**src/rtl/dct_sched.sv**
```systemverilog
// Round-robin scheduler sharing one 2D DCT/IDCT engine between N_REQ block producers.
// Grants a requester for a burst of blocks and paces engine start pulses one BLOCK_CYCLES window apart.
`timescale 1ns/1ps
module dct_sched #(
    parameter int N_REQ        = 4,
    parameter int ID_W         = 2,
    parameter int BLOCK_CYCLES = 80,
    parameter int MAX_BURST    = 16
) (
    input  logic                 clk,
    input  logic                 rst,
    input  logic [N_REQ-1:0]     req,
    input  logic [8*N_REQ-1:0]   nblk,
    output logic [N_REQ-1:0]     gnt,
    output logic                 dct_load,
    output logic                 blk_start,
    output logic                 blk_done,
    output logic [ID_W-1:0]      cur_id,
    output logic                 burst_end,
    output logic                 busy,
    output logic [1:0]           dbg_state
);
    // Handshake: req is a level; a requester owns the engine while its gnt bit is high,
    // and gnt is only removed after the burst's final blk_done cycle.
    localparam int OCC_W = (BLOCK_CYCLES > 1) ? $clog2(BLOCK_CYCLES) : 1;

    typedef enum logic [1:0] {S_IDLE, S_START, S_RUN} state_t;

    state_t            state_q, state_d;
    logic [ID_W-1:0]   ptr_q, ptr_d;
    logic [ID_W-1:0]   id_q, id_d;
    logic [7:0]        rem_q, rem_d;
    logic [7:0]        bcnt_q, bcnt_d;
    logic [OCC_W-1:0]  occ_q, occ_d;

    logic              hi_found;
    logic [ID_W-1:0]   hi_id, lo_id, win_id;
    logic [7:0]        hi_nblk, lo_nblk, win_nblk;
    logic              last_occ, cont;

    // Winner is the lowest set index above ptr, else the lowest set index overall.
    always_comb begin
        hi_found = 1'b0;
        hi_id    = '0;
        lo_id    = '0;
        hi_nblk  = '0;
        lo_nblk  = '0;
        for (int i = N_REQ - 1; i >= 0; i--) begin
            if (req[i] && (ID_W'(i) > ptr_q)) begin
                hi_found = 1'b1;
                hi_id    = ID_W'(i);
                hi_nblk  = nblk[8*i +: 8];
            end
            if (req[i]) begin
                lo_id   = ID_W'(i);
                lo_nblk = nblk[8*i +: 8];
            end
        end
        win_id   = hi_found ? hi_id : lo_id;
        win_nblk = hi_found ? hi_nblk : lo_nblk;
    end

    assign last_occ = (state_q == S_RUN) && (occ_q == OCC_W'(BLOCK_CYCLES - 1));
    assign cont     = (rem_q > 8'd1) && (bcnt_q < 8'(MAX_BURST)) && req[id_q];

    always_comb begin
        state_d = state_q;
        ptr_d   = ptr_q;
        id_d    = id_q;
        rem_d   = rem_q;
        bcnt_d  = bcnt_q;
        occ_d   = occ_q;
        case (state_q)
            S_IDLE: begin
                if (|req) begin
                    id_d    = win_id;
                    ptr_d   = win_id;
                    rem_d   = (win_nblk == 8'd0) ? 8'd1 : win_nblk;
                    bcnt_d  = 8'd0;
                    state_d = S_START;
                end
            end
            S_START: begin
                occ_d   = '0;
                bcnt_d  = bcnt_q + 8'd1;
                state_d = S_RUN;
            end
            S_RUN: begin
                occ_d = occ_q + OCC_W'(1);
                if (last_occ) begin
                    rem_d   = rem_q - 8'd1;
                    state_d = cont ? S_START : S_IDLE;
                end
            end
            default: state_d = S_IDLE;
        endcase
    end

    always_ff @(posedge clk or negedge rst) begin
        if (!rst) begin
            state_q <= S_IDLE;
            ptr_q   <= ID_W'(N_REQ - 1);
            id_q    <= '0;
            rem_q   <= '0;
            bcnt_q  <= '0;
            occ_q   <= '0;
        end else begin
            state_q <= state_d;
            ptr_q   <= ptr_d;
            id_q    <= id_d;
            rem_q   <= rem_d;
            bcnt_q  <= bcnt_d;
            occ_q   <= occ_d;
        end
    end

    assign busy      = (state_q != S_IDLE);
    assign gnt       = busy ? (N_REQ'(1) << id_q) : '0;
    assign cur_id    = id_q;
    assign dct_load  = (state_q == S_START);
    assign blk_start = (state_q == S_START);
    assign blk_done  = last_occ;
    assign burst_end = last_occ && !cont;
    assign dbg_state = state_q;
endmodule

```
**config.mk**
```make
export PLATFORM = sky130hd
export DESIGN_NAME = dct_sched
export DESIGN_NICKNAME = d
export VERILOG_FILES = /design/src/rtl/dct_sched.sv
export SDC_FILE = /design/constraint.sdc
export NUM_CORES = 1
export LEC_CHECK = 0
export ABC_AREA = 1
export BUFFER_PORTS_ARGS = -buffer_cell sky130_fd_sc_hd__buf_4
export CAP_MARGIN = 5
export CORE_MARGIN = 2
export CORE_UTILIZATION = 55
export CTS_CLUSTER_DIAMETER = 60
export DETAILED_ROUTE_END_ITERATION = 10
export HOLD_SLACK_MARGIN = 0.02
export PLACE_DENSITY = 0.8
export SKIP_CTS_REPAIR_TIMING = 1
export SYNTH_ARGS = -nofsm -noshare
export SYNTH_HDL_FRONTEND = slang
export SYNTH_SLANG_ARGS = --single-unit
```
**constraint.sdc**
```tcl
create_clock -name clk -period 2.17 [get_ports clk]
set_input_delay 0.3255 -clock clk [delete_from_list [all_inputs] [get_ports clk]]
set_output_delay 0.3255 -clock clk [all_outputs]
set_load 0.005 [all_outputs]
```
==> run_results.csv, run 1 <==
group,metric,value,unit
outcome,status,"complete, no violations",
drt,drc_errors,0,
drt,antenna_left,0,
place,dp_hpwl,4633,µm
worst_setup_path,reg2reg_from,"dbg_state[0]",
grt,met2_usage,41.54,%
grt,grt_pass1_vias,2441,
sta,rsz0062_at_grt,"false",
worst_hold_path,min_to,"rem_q[0]",
worst_setup_path,crit_path_end_kind,"output port",
worst_setup_path,start_kind,"flip-flop",
die,die_x,70.79,µm
power,power_density,1098,nW/µm²
final_layout,fin_nets,465,
power,power.leakage,1.497,nW
synthesis,synth_common_cells,"nand2_1, nor2_1, inv_1",
final_layout,postLayoutCoreUtil,68.29,%
die,coreArea,4324,µm²
synthesis,synth_cells,367,
final_layout,area_growth,20.35,%
worst_setup_path,worst-setup-path-type,"reg -> out",
sta,setup_violations,0,
synthesis,synth_xor_area_share,1.071,%
sta,skew,0.004433,ns
synthesis,synth_flop_cell,"dfrtp_1",
synthesis,synth_top_area_cell,"dfrtp_1",
cts,cts_tree,"built",
die,start_util,56.74,%
cts,clkTransAtPathRegs,0.07,ns
cts,cts_made_buffers,5,
sta,max_slew.worst_pin.slew,0.3746,ns
synthesis,yosys.area_share.simple,41.41,%
grt,gr-usage-all-layers,25.75,%
cts,clockBufferDepth,2,
drt,viasPerCell,5.407,
run,drv_cap,0,
drt,wire_per_inst,12.79,µm
worst_setup_path,ff2ff_setup_slack,0.35,ns
synthesis,ys_warn_count,0,
sta,fmax,0.5009,GHz
place,place_area,2856,µm²
worst_hold_path,hp-start,"nblk[9]",
sta,relSlewSlack,75.03,%
synthesis,synth-edff-count,0,
synthesis,synth_top_family_by_area,"simple AND/OR/NAND/NOR gates",
die,io_pins,51,
final_layout,drive_gt1_share,24.05,%
cts,clock-root-buffer,"clkbuf_8",
worst_setup_path,cp_data_required_time,1.84,ns
worst_setup_path,cp.arrival,1.67,ns
grt,overflow,0,
worst_setup_path,path_cells,"inv_1 > ha_1 > nor2_1 > nor3_1 > nand4_1 > nand3_1 > and2_1 > buf_4",
drt,via_count,2552,
grt,antenna_found_initial,0,
synthesis,ys_ff_latch,29,
worst_setup_path,slowest_stage,"dfrtp_1",
final_layout,fillers,394,
grt,met3_usage,5.271,%
worst_setup_path,crit_start,"rem_q[0]",
worst_setup_path,reg2regPathDepth,9,
synthesis,synth_area,2454,µm²
place,place_congestion,0.9518,
grt,grt_pass1_wl,10510,µm
synthesis,yosys.area.top_type_share,27.54,%
synthesis,ys_types,41,
synthesis,postSynthAreaPerCell,6.686,µm²
worst_setup_path,rr_endpoint,"rem_q[0]",
synthesis,synth.net_count,413,
sta,finalSetupTns,0,ns
sta,slew_violations,0,
worst_hold_path,holdPathStages,6,
synthesis,synth_mux_area_share,0.4080,%
synthesis,synthAdderAreaFrac,4.080,%
grt,use_met1,35.12,%
final_layout,antenna_cells,0,
power,irDropWorstVdd,0.8688,mV
synthesis,async_flop_share,100.0,%
grt,grt_max_degree,30,
die,die_y,70.79,µm
sta,period_needed,1.996,ns
drt,drt-total-wl,6035,µm
synthesis,post-synth-top-count-cell,"nand2_1",
die,dieArea,5011,µm²
worst_setup_path,cp_max_fo,4,
place,port_buffers,50,
final_layout,fin_area,2953,µm²
worst_hold_path,hp-class,"in -> reg",
cts,htree_num_levels,2,
sta,finalHoldViolCount,0,
synthesis,ys_seq_area_share,29.68,%
sta,holdWs,0.4642,ns
die,rows,24,
drt,detail_route.first_pass.iterations,4,
cts,clock_latency,0.28,ns
worst_setup_path,critPathMaxStageDelay,0.42,ns
drt,dr.first_iter.drc_count,202,
synthesis,synthTopCellsByArea,"dfrtp_1, nand2_1, nor2_1",
cts,clock_sinks,29,
synthesis,synth_compound_area_share,13.82,%
grt,grt-busiest-layer,"met2",
sta,post-route-period-util,92.00,%
[layout make-up]
cell class                 count  area [µm²]  share of cell area, %
inverter                      45       173.9                  5.890
clock buffer                   5       68.82                  2.331
tap                           52       65.06                  2.203
sequential                    29       728.2                  24.66
clock inverter                 3       17.52                 0.5932
timing repair buffer          54       407.9                  13.81
multi-input combinational    284        1491                  50.51
[where the power goes]
part	total, W	internal, W	switching (W)
logic	0.00189	0.000718	0.00117
clock network	0.000445	0.000221	0.000224
registers	0.000905	0.000736	0.000169
[cells by family (layout without fill, tap and decap cells)]
group / count (synthesis) / after routing
muxes: 1 / 1
DFF: 29 / 29
adders and majority gates: 8 / 8
buffers and inverters: 54 / 107
xor gates and xnor gates: 3 / 3
AOI/OAI and AO/OA: 64 / 64
and+or+nand+nor: 208 / 208
[how the worst max path moves through the flow]
| stage | endpoint | slack [ns] | cells past startpoint |
|---|---|---|---|
| 5_1_grt | burst_end | 0.005 | 8 |
| 4_1_cts | burst_end | 0.16 | 8 |
| 3_3_place_gp | burst_end | 0.39 | 8 |
| 3_5_place_dp | rem_q[0] | 0.35 | 9 |
| 2_1_floorplan | burst_end | 0.51 | 6 |
| 6_report | burst_end | 0.17 | 8 |
[layer usage]
layer / share of wire [%] / up-vias / routed length [µm]
li1: - / 1291 / -
met1: 46 / 1171 / 2759
met2: 47 / 84 / 2844
met3: 6.1 / 6 / 371
met4: 0.99 / 0 / 60
met5: 0 / - / 0
[through the flow]
stage / worst slack, ns / std cells / power [W]
after floorplan: 0.5054 / 367 / 0.002270
after global placement: 0.3856 / 463 / 0.002764
after detailed placement: 0.3520 / 463 / 0.002792
after CTS: 0.1643 / 471 / 0.003246
after global routing: 0.005168 / 472 / 0.003559
final: 0.1737 / 472 / 0.003243
[critical path, delay by kind of cell (launching register included)]
kind	cells	cell delay [ns]
and+or+nand+nor	5	0.53
DFF	1	0.42
buffers and inverters	2	0.22
adders and majority gates	1	0.22
[sequential cells by signal, summed over array words and instances, names as in the netlist]
signal and cells:
bcnt_q 8, rem_q 8, occ_q 7, cur_id 2, dbg_state 2, ptr_q 2
[layout by cell type (no fill, tap or decap), types with 6 or more instances in the layout]
cell,instances
a21oi_1,21
buf_4,53
dfrtp_1,27
ha_1,8
inv_1,35
inv_2,8
nand2_1,98
nand3_1,15
nor2_1,36
nor2_2,6
nor3_1,14
nor3b_1,6
o21ai_0,18
o21ai_1,17
Power figures use the tool's default switching activity.
==> run 2, diff against run 1 <==
- CELL_PAD_IN_SITES_DETAIL_PLACEMENT: default -> 1
- CELL_PAD_IN_SITES_GLOBAL_PLACEMENT: default -> 2
- CORE_UTILIZATION: 55 -> 30
- PLACE_DENSITY: 0.8 -> default
- PLACE_DENSITY_LB_ADDON: default -> 0.1
==> run_results.csv, run 2 (synthesis gave the netlist of run 1 again) <==
group,metric,value,unit
worst_setup_path,cp_data_required_time,1.84,ns
worst_setup_path,reg2reg_from,"dbg_state[0]",
cts,clock_sinks,29,
sta,finalHoldViolCount,0,
die,die_y,94.44,µm
die,dieArea,8918,µm²
grt,grt_max_degree,30,
sta,post-route-period-util,94.29,%
place,place_area,2934,µm²
die,rows,32,
grt,grt_pass1_wl,13680,µm
power,power.leakage,1.503,nW
sta,max_slew.worst_pin.slew,0.5444,ns
final_layout,fin_area,3029,µm²
sta,setup_violations,0,
worst_hold_path,hp-start,"nblk[14]",
drt,viasPerCell,4.865,
cts,htree_num_levels,2,
place,dp_hpwl,6312,µm
power,power_density,1115,nW/µm²
final_layout,drive_gt1_share,24.88,%
final_layout,seqCellArea,728.2,µm²
grt,gr-usage-all-layers,19.46,%
worst_setup_path,critPathMaxStageDelay,0.53,ns
worst_setup_path,path_cells,"nor4_1 > nand3_1 > and2_1 > buf_4",
place,port_buffers,50,
sta,skew,0.004259,ns
run,drv_cap,0,
cts,clkTransAtPathRegs,0.07,ns
drt,maxUsedRoutingLayer,"met4",
drt,dr.first_iter.drc_count,37,
drt,met1_length,4088,µm
cts,cts_made_buffers,5,
outcome,status,"complete, no violations",
sta,fmax,0.4888,GHz
sta,rsz0062_at_grt,"false",
final_layout,reg_top3,"bcnt_q x8, rem_q x8, occ_q x7",
worst_setup_path,worst-setup-path-type,"reg -> out",
drt,wl_met3,276,µm
worst_setup_path,ff2ff_setup_slack,0.32,ns
drt,antenna_left,0,
die,start_util,31.43,%
sta,finalSetupTns,0,ns
grt,overflow,0,
final_layout,fin_nets,467,
grt,grt_pass1_vias,2744,
drt,dr_wl_met2,3518,µm
worst_setup_path,crit_start,"bcnt_q[5]",
cts,clockBufferDepth,2,
worst_setup_path,cp_max_fo,6,
worst_hold_path,hp-class,"in -> reg",
sta,period_needed,2.046,ns
drt,drc_errors,0,
die,coreArea,7807,µm²
worst_setup_path,slowest_stage,"nor4_1",
die,io_pins,51,
drt,wire_per_inst,15.12,µm
place,place_congestion,0.7830,
worst_setup_path,cp.arrival,1.72,ns
drt,via_count,2549,
sta,relSlewSlack,63.37,%
final_layout,multi_input_area,1494,µm²
final_layout,fillers,1022,
final_layout,final_common_cell,"nand2_1",
cts,clock_latency,0.28,ns
cts,cts_tree,"built",
final_layout,antenna_cells,0,
worst_setup_path,crit_path_end_kind,"output port",
sta,slew_violations,0,
cts,clock-root-buffer,"clkbuf_8",
power,irDropWorstVdd,0.4438,mV
drt,detail_route.first_pass.iterations,4,
final_layout,area_growth,23.46,%
drt,drt-total-wl,7921,µm
worst_setup_path,start_kind,"flip-flop",
final_layout,final_cell_mix,"nand2_1, buf_4, nor2_1",
grt,antenna_found_initial,0,
die,die_x,94.44,µm
==> run 2: report_power, final <==
group / total [W] / internal [W] / switching (W) / leakage [nW]
registers: 0.000915 / 0.000736 / 0.000179 / 0.374
clock network: 0.000449 / 0.000222 / 0.000227 / 0.0450
logic: 0.00201 / 0.000735 / 0.00128 / 1.08
total: 0.00338 / 0.00169 / 0.00168 / 1.50
==> run 2: layout make-up <==
cell class                 count  area share, %
multi-input combinational    284          49.32
sequential                    29          24.04
timing repair buffer          56          13.96
inverter                      45          5.741
tap                          102          4.213
clock buffer                   6          2.396
clock inverter                 2         0.3304
==> run 2: through the flow <==
stage          util (%)  total power (W)  hold WS (ns)  instances  worst slack, ns
2_1_floorplan         -         0.002270       0.02991        367           0.5054
3_3_place_gp      37.58         0.002894        0.2889        515           0.2965
3_5_place_dp      37.58         0.002940        0.2928        515           0.3113
4_1_cts           38.64         0.003410      -0.01687        523          0.08974
5_1_grt           38.80         0.003727        0.5351        524          0.03551
6_report          38.80         0.003376        0.4768        524           0.1240
==> run 2: final timing paths <==
| path | endpoint | depth (start not counted) |
|---|---|---|
| worst max register to register | rem_q[0] | 9 |
| worst min register to register | rem_q[1] | 2 |
| worst min-delay path | rem_q[6] | 5 |
| worst max-delay path | burst_end | 4 |
| max in group asynchronous | ptr_q[1] | 2 |
| min in group asynchronous | rem_q[2] | 2 |
==> run 2: worst max-delay path: cells and delay by family (launching register included) <==
kind | cells | cell delay (ns)
buffers and inverters | 1 | 0.13
and+or+nand+nor | 3 | 0.88
DFF | 1 | 0.44
==> run 2: metal layers <==
layer	vias up	track usage [%]
met2	35	31.79
met3	4	3.033
li1	1296	-
met1	1214	27.87
met5	-	0
met4	0	2.536
==> run 3, diff against run 2 <==
- ABC_AREA: 1 -> default
- CORE_UTILIZATION: 30 -> 31
==> run_results.csv, run 3 <==
group,metric,value,unit
grt,grt_pass1_vias,2459,
cts,clock_sinks,29,
place,dp_hpwl,5523,µm
worst_setup_path,cp.buffers_inverters,0,
worst_setup_path,path_cells,"nand2b_2 > a21oi_2 > a21oi_1 > a221o_1 > or4_1 > o22ai_1",
cts,clock_latency,0.28,ns
sta,setup_violations,0,
grt,antenna_found_initial,0,
worst_setup_path,cp.arrival,2.29,ns
power,power,0.003294,W
die,coreArea,7214,µm²
grt,gr-usage-all-layers,18.10,%
final_layout,area_growth,29.80,%
grt,grt_pass1_wl,12120,µm
drt,drt-total-wl,7252,µm
drt,wire_per_inst,15.77,µm
sta,max_slew.worst_pin.slew,0.4018,ns
final_layout,fillers,929,
drt,detail_route.first_pass.iterations,4,
worst_setup_path,worst-setup-path-type,"reg -> reg",
synthesis,async_flop_share,100.0,%
worst_setup_path,slowest_stage,"or4_1",
final_layout,antenna_cells,0,
sta,finalSetupTns,0,ns
worst_setup_path,cp_data_required_time,2.37,ns
synthesis,synth.net_count,346,
die,dieArea,8086,µm²
cts,htree_num_levels,2,
cts,clkTransAtPathRegs,0.07,ns
cts,cts_tree,"built",
cts,cts_made_buffers,5,
die,die_x,89.92,µm
worst_hold_path,hp-class,"in -> async",
place,place_congestion,0.8467,
power,power.leakage,1.288,nW
synthesis,ys_ff_latch,29,
sta,post-route-period-util,96.51,%
sta,fmax,0.4775,GHz
drt,dr.first_iter.drc_count,68,
grt,overflow,0,
cts,clockBufferDepth,2,
synthesis,ys_warn_count,0,
grt,grt_max_degree,30,
drt,drc_errors,0,
synthesis,post-synth-top-count-cell,"nand2_1",
place,port_buffers,50,
outcome,status,"complete, no violations",
power,irDropWorstVdd,0.4700,mV
synthesis,ys_seq_area_share,31.82,%
worst_setup_path,start_kind,"flip-flop",
synthesis,synth_area,2288,µm²
final_layout,fin_nets,406,
die,rows,31,
sta,relSlewSlack,73.15,%
final_layout,reg_top3,"bcnt_q x8, rem_q x8, occ_q x7",
synthesis,synthTopCellsByArea,"dfrtp_1, nand2_1, a21oi_1",
synthesis,synth_cells,300,
synthesis,synth_flop_cell,"dfrtp_1",
synthesis,postSynthAreaPerCell,7.628,µm²
sta,slew_violations,0,
worst_setup_path,critPathTopFamily,"compound AO/OA/AOI/OAI gates",
worst_setup_path,crit_path_end_kind,"flip-flop",
final_layout,final_cell_mix,"buf_4, nand2_1, dfrtp_1",
drt,antenna_left,0,
sta,period_needed,2.094,ns
run,drv_cap,0,
final_layout,final_common_cell,"buf_4",
final_layout,drive_gt1_share,25.76,%
sta,holdWs,0.5145,ns
drt,via_count,2443,
power,power_density,1109,nW/µm²
die,io_pins,51,
die,die_y,89.92,µm
synthesis,synth_top_area_cell,"dfrtp_1",
cts,clock-root-buffer,"clkbuf_8",
worst_setup_path,cp_max_fo,9,
synthesis,ys_types,47,
sta,finalHoldViolCount,0,
die,start_util,31.72,%
synthesis,yosys.area.top_type_share,29.52,%
sta,skew,0.005926,ns
worst_setup_path,critPathMaxStageDelay,0.52,ns
drt,viasPerCell,5.311,
synthesis,synth_common_cells,"nand2_1, a21oi_1, dfrtp_1",
synthesis,synth-edff-count,0,
==> run 3: cell types whose count changed after synthesis, sizes merged, moves of 8 or more <==
cell    before  now
o211ai       1   10
nor2        43   20
o22ai        4   13
nor3        16    4
nand2      106   42
o221ai       0    8
inv         45   16
o21ai       36   25
nand2b       0    9
==> run 3: power breakdown <==
part | internal (W) | leakage (nW) | switching (W)
combinational | 0.000867 | 0.880 | 0.00103
clock | 0.000221 | 0.0439 | 0.000229
sequential | 0.000733 | 0.364 | 0.000213
==> run 3: worst paths after layout <==
| check | startpoint | endpoint | slack [ns] | cells after the start |
|---|---|---|---|---|
| min | rst | occ_q[2] | 0.51 | 2 |
| min reg2reg | bcnt_q[1] | bcnt_q[1] | 0.54 | 2 |
| max in group asynchronous | rst | ptr_q[0] | 1.33 | 2 |
| min in group clk | req[2] | ptr_q[0] | 0.53 | 3 |
| max reg2reg | ptr_q[0] | rem_q[0] | 0.08 | 6 |
| max | ptr_q[0] | rem_q[0] | 0.08 | 6 |
==> run 3: kinds of logic (layout without fill, tap and decap cells) <==
kind of cell | count (synthesis) | after routing | synth area share (%)
mux | 2 | 2 | 1.421
buf+inv | 36 | 97 | 7.107
fa+ha+maj | 8 | 8 | 4.374
simple gates | 115 | 115 | 24.66
flops | 29 | 29 | 31.82
compound gates | 103 | 103 | 27.94
xor+xnor | 7 | 7 | 2.679
==> run 3: cell type report <==
type	count	area [µm²]	share of cell area, %
clock buffers	5	68.82	2.317
clock inverters	3	17.52	0.5897
repair buffers	72	543.0	18.28
inverters	17	63.81	2.148
multi-input cells	235	1425	47.98
flip-flops and latches	29	728.2	24.52
well taps	99	123.9	4.170
==> run 3: layer usage <==
metal | global-route usage (%) | wire length, µm | vias to the layer above
li1 | - | - | 1207
met1 | 25.59 | 3501 | 1181
met2 | 28.91 | 3410 | 50
met3 | 3.101 | 280 | 5
met4 | 4.487 | 59 | 0
met5 | 0 | 0 | -
==> run 3: worst register-to-register path, stage by stage (launching register included) <==
cell and delay (ns):
dfstp_2 0.42, nand2b_2 0.26, a21oi_2 0.23, a21oi_1 0.09, a221o_1 0.37, or4_1 0.52, o22ai_1 0.13
==> run 3: through the flow <==
| stage | instance area, µm² | utilization (%) | setup WS (ns) | std cells |
|---|---|---|---|---|
| finish | 2970 | 41.17 | 0.07583 | 460 |
| floorplan | 2288 | - | 0.1284 | 300 |
| detailed placement | 2824 | 39.14 | -0.03775 | 448 |
| CTS | 2910 | 40.34 | -0.04293 | 456 |
| global placement | 2824 | 39.14 | -0.01348 | 448 |
| global route | 2970 | 41.17 | -0.02544 | 460 |
